===== src/rtl/fetch_stage.sv =====
// fetch_stage: owns the PC, issues one outstanding imem request at a time,
// flushes wrong-path fetches on redirect and absorbs decode stalls.
module fetch_stage #(
   parameter int unsigned     XLEN     = 32,
   parameter logic [XLEN-1:0] RESET_PC = '0
) (
   input  logic            clk,
   input  logic            rst,
   input  logic [1:0]      PCSel,
   input  logic [XLEN-1:0] BrTarget,
   input  logic [XLEN-1:0] JalrTarget,
   input  logic            id_stall,
   output logic            imem_req,
   output logic [XLEN-1:0] imem_addr,
   input  logic            imem_gnt,
   input  logic            imem_rvalid,
   input  logic [31:0]     imem_rdata,
   output logic [XLEN-1:0] if_id_pc,
   output logic [31:0]     if_id_inst,
   output logic            if_id_valid
);

   localparam logic [31:0] NOP = 32'h0000_0013;

   typedef enum logic [1:0] {
      REQ,
      WAIT,
      DROP,
      HOLD
   } state_t;

   state_t          state;
   logic [XLEN-1:0] fetch_pc;
   logic [XLEN-1:0] req_pc;
   logic [XLEN-1:0] hold_pc;
   logic [31:0]     hold_inst;
   logic [XLEN-1:0] target;
   logic            redirect;
   logic            ifid_free;

   assign redirect  = (PCSel == 2'b01) | (PCSel == 2'b10);
   assign target    = (PCSel == 2'b01) ? BrTarget
                                       : {JalrTarget[XLEN-1:1], 1'b0};
   assign ifid_free = ~if_id_valid | ~id_stall;
   assign imem_req  = (state == REQ) & ~rst;
   assign imem_addr = fetch_pc;

   always_ff @(posedge clk) begin
      if (rst) begin
         state       <= REQ;
         fetch_pc    <= RESET_PC;
         req_pc      <= '0;
         hold_pc     <= '0;
         hold_inst   <= NOP;
         if_id_pc    <= '0;
         if_id_inst  <= NOP;
         if_id_valid <= 1'b0;
      end else if (redirect) begin
         // Flush wins over a decode stall; any in-flight response is wrong-path.
         fetch_pc    <= target;
         if_id_valid <= 1'b0;
         unique case (state)
            REQ:  state <= imem_gnt ? DROP : REQ;
            WAIT: state <= imem_rvalid ? REQ : DROP;
            DROP: state <= imem_rvalid ? REQ : DROP;
            HOLD: state <= REQ;
         endcase
      end else begin
         if (~id_stall) begin
            if_id_valid <= 1'b0;
         end
         unique case (state)
            REQ: begin
               if (imem_gnt) begin
                  req_pc   <= fetch_pc;
                  fetch_pc <= fetch_pc + XLEN'(4);
                  state    <= WAIT;
               end
            end
            WAIT: begin
               if (imem_rvalid) begin
                  if (ifid_free) begin
                     if_id_pc    <= req_pc;
                     if_id_inst  <= imem_rdata;
                     if_id_valid <= 1'b1;
                     state       <= REQ;
                  end else begin
                     hold_pc   <= req_pc;
                     hold_inst <= imem_rdata;
                     state     <= HOLD;
                  end
               end
            end
            HOLD: begin
               if (~id_stall) begin
                  if_id_pc    <= hold_pc;
                  if_id_inst  <= hold_inst;
                  if_id_valid <= 1'b1;
                  state       <= REQ;
               end
            end
            DROP: begin
               if (imem_rvalid) begin
                  state <= REQ;
               end
            end
         endcase
      end
   end

endmodule


===== config.mk =====
export PLATFORM = sky130hd
export DESIGN_NAME = fetch_stage
export DESIGN_NICKNAME = d
export VERILOG_FILES = /design/src/rtl/fetch_stage.sv
export SDC_FILE = /design/constraint.sdc
export NUM_CORES = 1
export LEC_CHECK = 0
export ABC_AREA = 1
export BUFFER_PORTS_ARGS = -buffer_cell sky130_fd_sc_hd__buf_2
export CORE_ASPECT_RATIO = 1.75
export CORE_MARGIN = 2
export CORE_UTILIZATION = 58
export DETAILED_ROUTE_END_ITERATION = 8
export PLACE_DENSITY = 0.94
export SLEW_MARGIN = 5
export SYNTH_ARGS = -nofsm -noshare
export SYNTH_HDL_FRONTEND = slang
export SYNTH_SLANG_ARGS = --single-unit

===== constraint.sdc =====
create_clock -name clk -period 4 [get_ports clk]
set_input_delay 0.8 -clock clk [delete_from_list [all_inputs] [get_ports clk]]
set_output_delay 0.8 -clock clk [all_outputs]
set_load 0.1 [all_outputs]

; ---- After elaboration in Yosys (flattened, before gate mapping)
; Index checks and enable logic that the tools add are counted.
; W data, S select, Z words.
[word_totals]
register_bits = 195
input_bits = 103
out_inout_bits = 98
elab_cells = 67
[op_classes]
n_addsub = 1
eq_ne = 12
n_mux = 27
n_bitwise = 8
reduce_logical = 11
[op_table]
columns = op, n
row1 = $mux W32, 10
row2 = $pmux W32 S2, 2
row3 = $add A32 B3 Y32 const B, 1
row4 = $mux W2, 8
row5 = $ne A3 B3 Y1 const B, 4
row6 = $pmux W2 S4, 1
row7 = $reduce_and A4 Y1, 2
row8 = $eq A2 B2 Y1 const B, 3
row9 = $ne A2 B2 Y1 const B, 3
row10 = $pmux W2 S3, 1
row11 = $reduce_bool A2 Y1, 3
row12 = $not A1 Y1, 5
row13 = $reduce_and A5 Y1, 1
row14 = $eq A2 B1 Y1 const B, 2
row15 = $mux W1, 4
row16 = $reduce_or A2 Y1, 2
row17 = $reduce_and A3 Y1, 1
row18 = $logic_not A2 Y1, 1
row19 = $or A1 B1 Y1, 2
row20 = $pmux W1 S2, 1
row21 = $reduce_and A2 Y1, 1
row22 = $and A1 B1 Y1, 1

; ---- Depth between registers and ports, before layout
[logic_depth]
ltp_word = 6
mapped_depth = 11
ltp_nobuf = 9

; ---- Least setup slack after synthesis
; OpenSTA, ideal clock, no wires.
[synth_path]
path_type = input to output
startpoint = in rst
endpoint = out imem_req
t_arrival_ns = 2.259
required_time_ns = 3.200
slack_ns = 0.941
stages = 2
n_path_buf = 1
cell_sequence = clkbuf_1 > nor2_1
[synth_between]
elab_chain_cells = 2
[synth_lines]
columns = item, line_no
row1 = "start, declared", 8  ; input logic rst,
row2 = $not A1 Y1, 45  ; assign imem_req = (state == REQ) & ~rst;
row3 = $and A1 B1 Y1, 45
row4 = "end, declared", 13  ; output logic imem_req,
; No other way between the ends.

; ---- Worst setup path after layout
[layout_path]
startpoint = reg state[0]
endpoint = out imem_req
[layout_between]
elab_chain_cells = 2
[layout_lines]
columns = item, line_no
row1 = "start, declared", 32  ; state_t state;
row2 = "start signal, assigned", 63  ; REQ: state <= imem_gnt ? DROP : REQ;
row3 = "start signal, assigned", 64  ; WAIT: state <= imem_rvalid ? REQ : DROP;
row4 = "start signal, assigned", 65  ; DROP: state <= imem_rvalid ? REQ : DROP;
row5 = $logic_not A2 Y1, 45
row6 = $and A1 B1 Y1, 45
; No other way between the ends.

==> impl_metrics.yaml <==
setup_path:
  timing.critical_path.from_type: "register"
  arrival_ps: 1690
  r2r_start: "state[1]"
  timing.critical_path.cells: "inv_1 -> ha_1 -> inv_1 -> nor2_1 -> buf_2"
  regToRegSetupSlack_ps: 1850
  worstSetupEndpoint: "imem_req"
  crit_path_top_delay_cell: "buf_2"
  worst-path-max-fanout: 4
  critPathMostFrequentCell: "inv_1"
  timing.critical_path.to_type: "output pin"
  timing.setup.critical_path_class: "reg2out"
  rr_worst_depth: 9
  worstSetupStartpoint: "state[0]"
  crit-reg2reg-capture: "hold_pc[12]"
  slowest_delay_ps: 440
  worst_ep_required_time_ps: 3200
final_layout:
  finish.net_count: 1478
  final_cells: 1563
  area.growth.synth_to_final_pct: 18.4
  insertedDiodeCount: 0
  drive_above_1_share_pct: 18.3
placement:
  dp.cells: 1532
  dpl.hpwl_um: 15400
  routabilityCongestion: 0.965
  place.port_buffers: 199
global_routing:
  antenna_found_initial: 0
  grtUsageTotal_pct: 28.2
  first_global_vias: 7871
  global_route.overflow_total: 0
  grt_first_pass_wirelength_um: 35900
  grt_max_degree: 123
hold_path:
  hold_removal_path_class: "reg2reg"
routing:
  drt-wirelength-per-cell_um: 14.6
  drt_pre_antenna_iters: 5
  avgViaCountPerCell: 5.59
  drt_first_iter_violations: 603
  routed_wirelength_um: 22800
  detail-route-antenna-nets: 0
  routed-via-count: 8736
  drc: 0
clock_tree:
  numClockSinks: 195
  post_cts.resized_instances: 0
  htreeDepth: 4
  clock-root-buffer: "clkbuf_16"
  tritoncts: "yes"
  post-cts-setup-buffer-count: 0
  clk_latency_ps: 430
  tritoncts.num_buffers: 17
  clk_transition_reported_paths_ps: 70
  cts_buffer_depth: 2
  holdBufCountCts: 0
die:
  start_util_pct: 58.8
  num_rows: 59
  dieWidth_um: 96.3
  core-area_sq_um: 14700
  ios: 201
  floorplan.die_area_sq_um: 15900
  chipHeight_um: 165
sta:
  finalCritPeriodShare_pct: 62.2
  worst_clock_skew_ps: 13.5
  timing.fmax_ghz: 0.402
  tns_ps: 0
  fin_hold_ws_ps: 465
  grt_setup_unrepaired: "no"
  finalHoldViolations: 0
  final-max-slew-violation-count: 0
  relSlewSlack_pct: 34.5
  setup_viol_count_final: 0
  actual_transition_at_the_worst_max_transition_pin_ps: 981
  layout_min_cycle_time_ps: 2490
logic_synthesis:
  synth.area.top_cells: "dfxtp_1 45%, nand2_1 13%, o21ai_0 10%"
  yosys-top-cells-count: "289 x nand2_1, 195 x dfxtp_1, 176 x o21ai_0"
  synth_enable_flop_cells: 0
  synth.lib_cells_used.distinct: 31
  synth_warnings: 0
  synth.cell_area_sq_um: 8640
  ys.flop_type: "dfxtp_1"
  syn_area_per_cell_sq_um: 7.07
  synth-seq-area-share_pct: 45.2
  synthArstFlopShare_pct: 0
  yosys.cell_count.top_type: "nand2_1"
  synth_top_area_share_pct: 45.2
  netlist_instances: 1222
  synthesis.nets: 1332
  synth.largest_area_cell: "dfxtp_1"
  ys_ff_latch: 195
pwr:
  max-vdd-ir-drop_mv: 0.301
  total_leakage_power_uw: 0.00456
  power.density_nw_per_um2: 490
run_status:
  status: "complete, no violations"
job:
  maxCapViolCount: 0
-- stage by stage --
stage / setup WS [ps] / utilization, % / cell area [sq um] / total power, uW
after floorplan: 941 / - / 8640 / 3040
after global placement: 1190 / 65.4 / 9610 / 3250
after detailed placement: 1150 / 65.4 / 9610 / 3270
after CTS: 1500 / 69.6 / 10200 / 5020
after global routing: 1380 / 69.6 / 10200 / 5180
final: 1510 / 69.6 / 10200 / 5010
-- worst min-delay path by stage --
stage | start | to | slack (ps) | depth (start not counted)
6_report | req_pc[15] | hold_pc[15] | 470 | 2
2_1_floorplan | req_pc[10] | hold_pc[10] | 430 | 2
5_1_grt | req_pc[26] | hold_pc[26] | 480 | 2
3_3_place_gp | req_pc[26] | hold_pc[26] | 440 | 2
4_1_cts | req_pc[26] | hold_pc[26] | 470 | 2
3_5_place_dp | req_pc[27] | hold_pc[27] | 450 | 2
-- power breakdown --
part / total (uW) / internal (uW) / switching [uW]
logic: 1080 / 220 / 862
registers: 2150 / 2050 / 101
clock network: 1780 / 1040 / 737
total: 5010 / 3310 / 1700
-- flip-flops by register name (all words and copies together), names as in the netlist --
register / count
hold_inst: 32
if_id_valid: 1
imem_addr: 32
state: 2
req_pc: 32
hold_pc: 32
if_id_pc: 32
if_id_inst: 32
-- critical path, delay by kind of cell (launching register included) --
family / cells / cell delay (ps)
adders and majority gates: 1 / 190
buffers and inverters: 3 / 620
DFF: 1 / 330
and+or+nand+nor: 1 / 110
-- per-layer routing --
metal  global-route usage (%)  routed length, um
met5                        0                  0
met4                     14.6                927
met3                     4.85               1410
met2                     49.0              11400
met1                     32.3               9030
-- cell families (layout without fill, tap and decap cells) --
logic type | count (synthesis) | in the layout | share of synthesized area, %
adders and majority gates | 7 | 7 | 1.01
DFF | 195 | 195 | 45.2
and+or+nand+nor | 411 | 411 | 18.7
buffers and inverters | 192 | 350 | 9.24
xor gates and xnor gates | 1 | 1 | 0.101
AOI/OAI and AO/OA | 416 | 416 | 25.7
-- area by class of cell --
| type | instances | area [sq um] |
|---|---|---|
| clock buffers | 21 | 470 |
| clock inverters | 10 | 149 |
| fillers | 1219 | 4460 |
| inverters | 107 | 405 |
| multi-input cells | 835 | 3940 |
| flip-flops and latches | 195 | 3900 |
| well taps | 183 | 229 |
| repair buffers | 212 | 1130 |
-- cell usage in the layout (no fill, tap or decap), types with 4 or more instances in the layout --
cell type	Yosys	layout
buf_4	2	10
clkbuf_16	0	17
inv_1	103	102
a31oi_1	70	70
nand2_1	289	289
ha_1	7	6
nor2_1	71	71
buf_2	31	199
dfxtp_1	195	195
o21ai_0	176	176
a21oi_1	128	128
o211ai_1	10	10
o21ai_1	21	21
a211oi_1	4	4
nand3_1	40	40
Power figures use the tool's default switching activity.
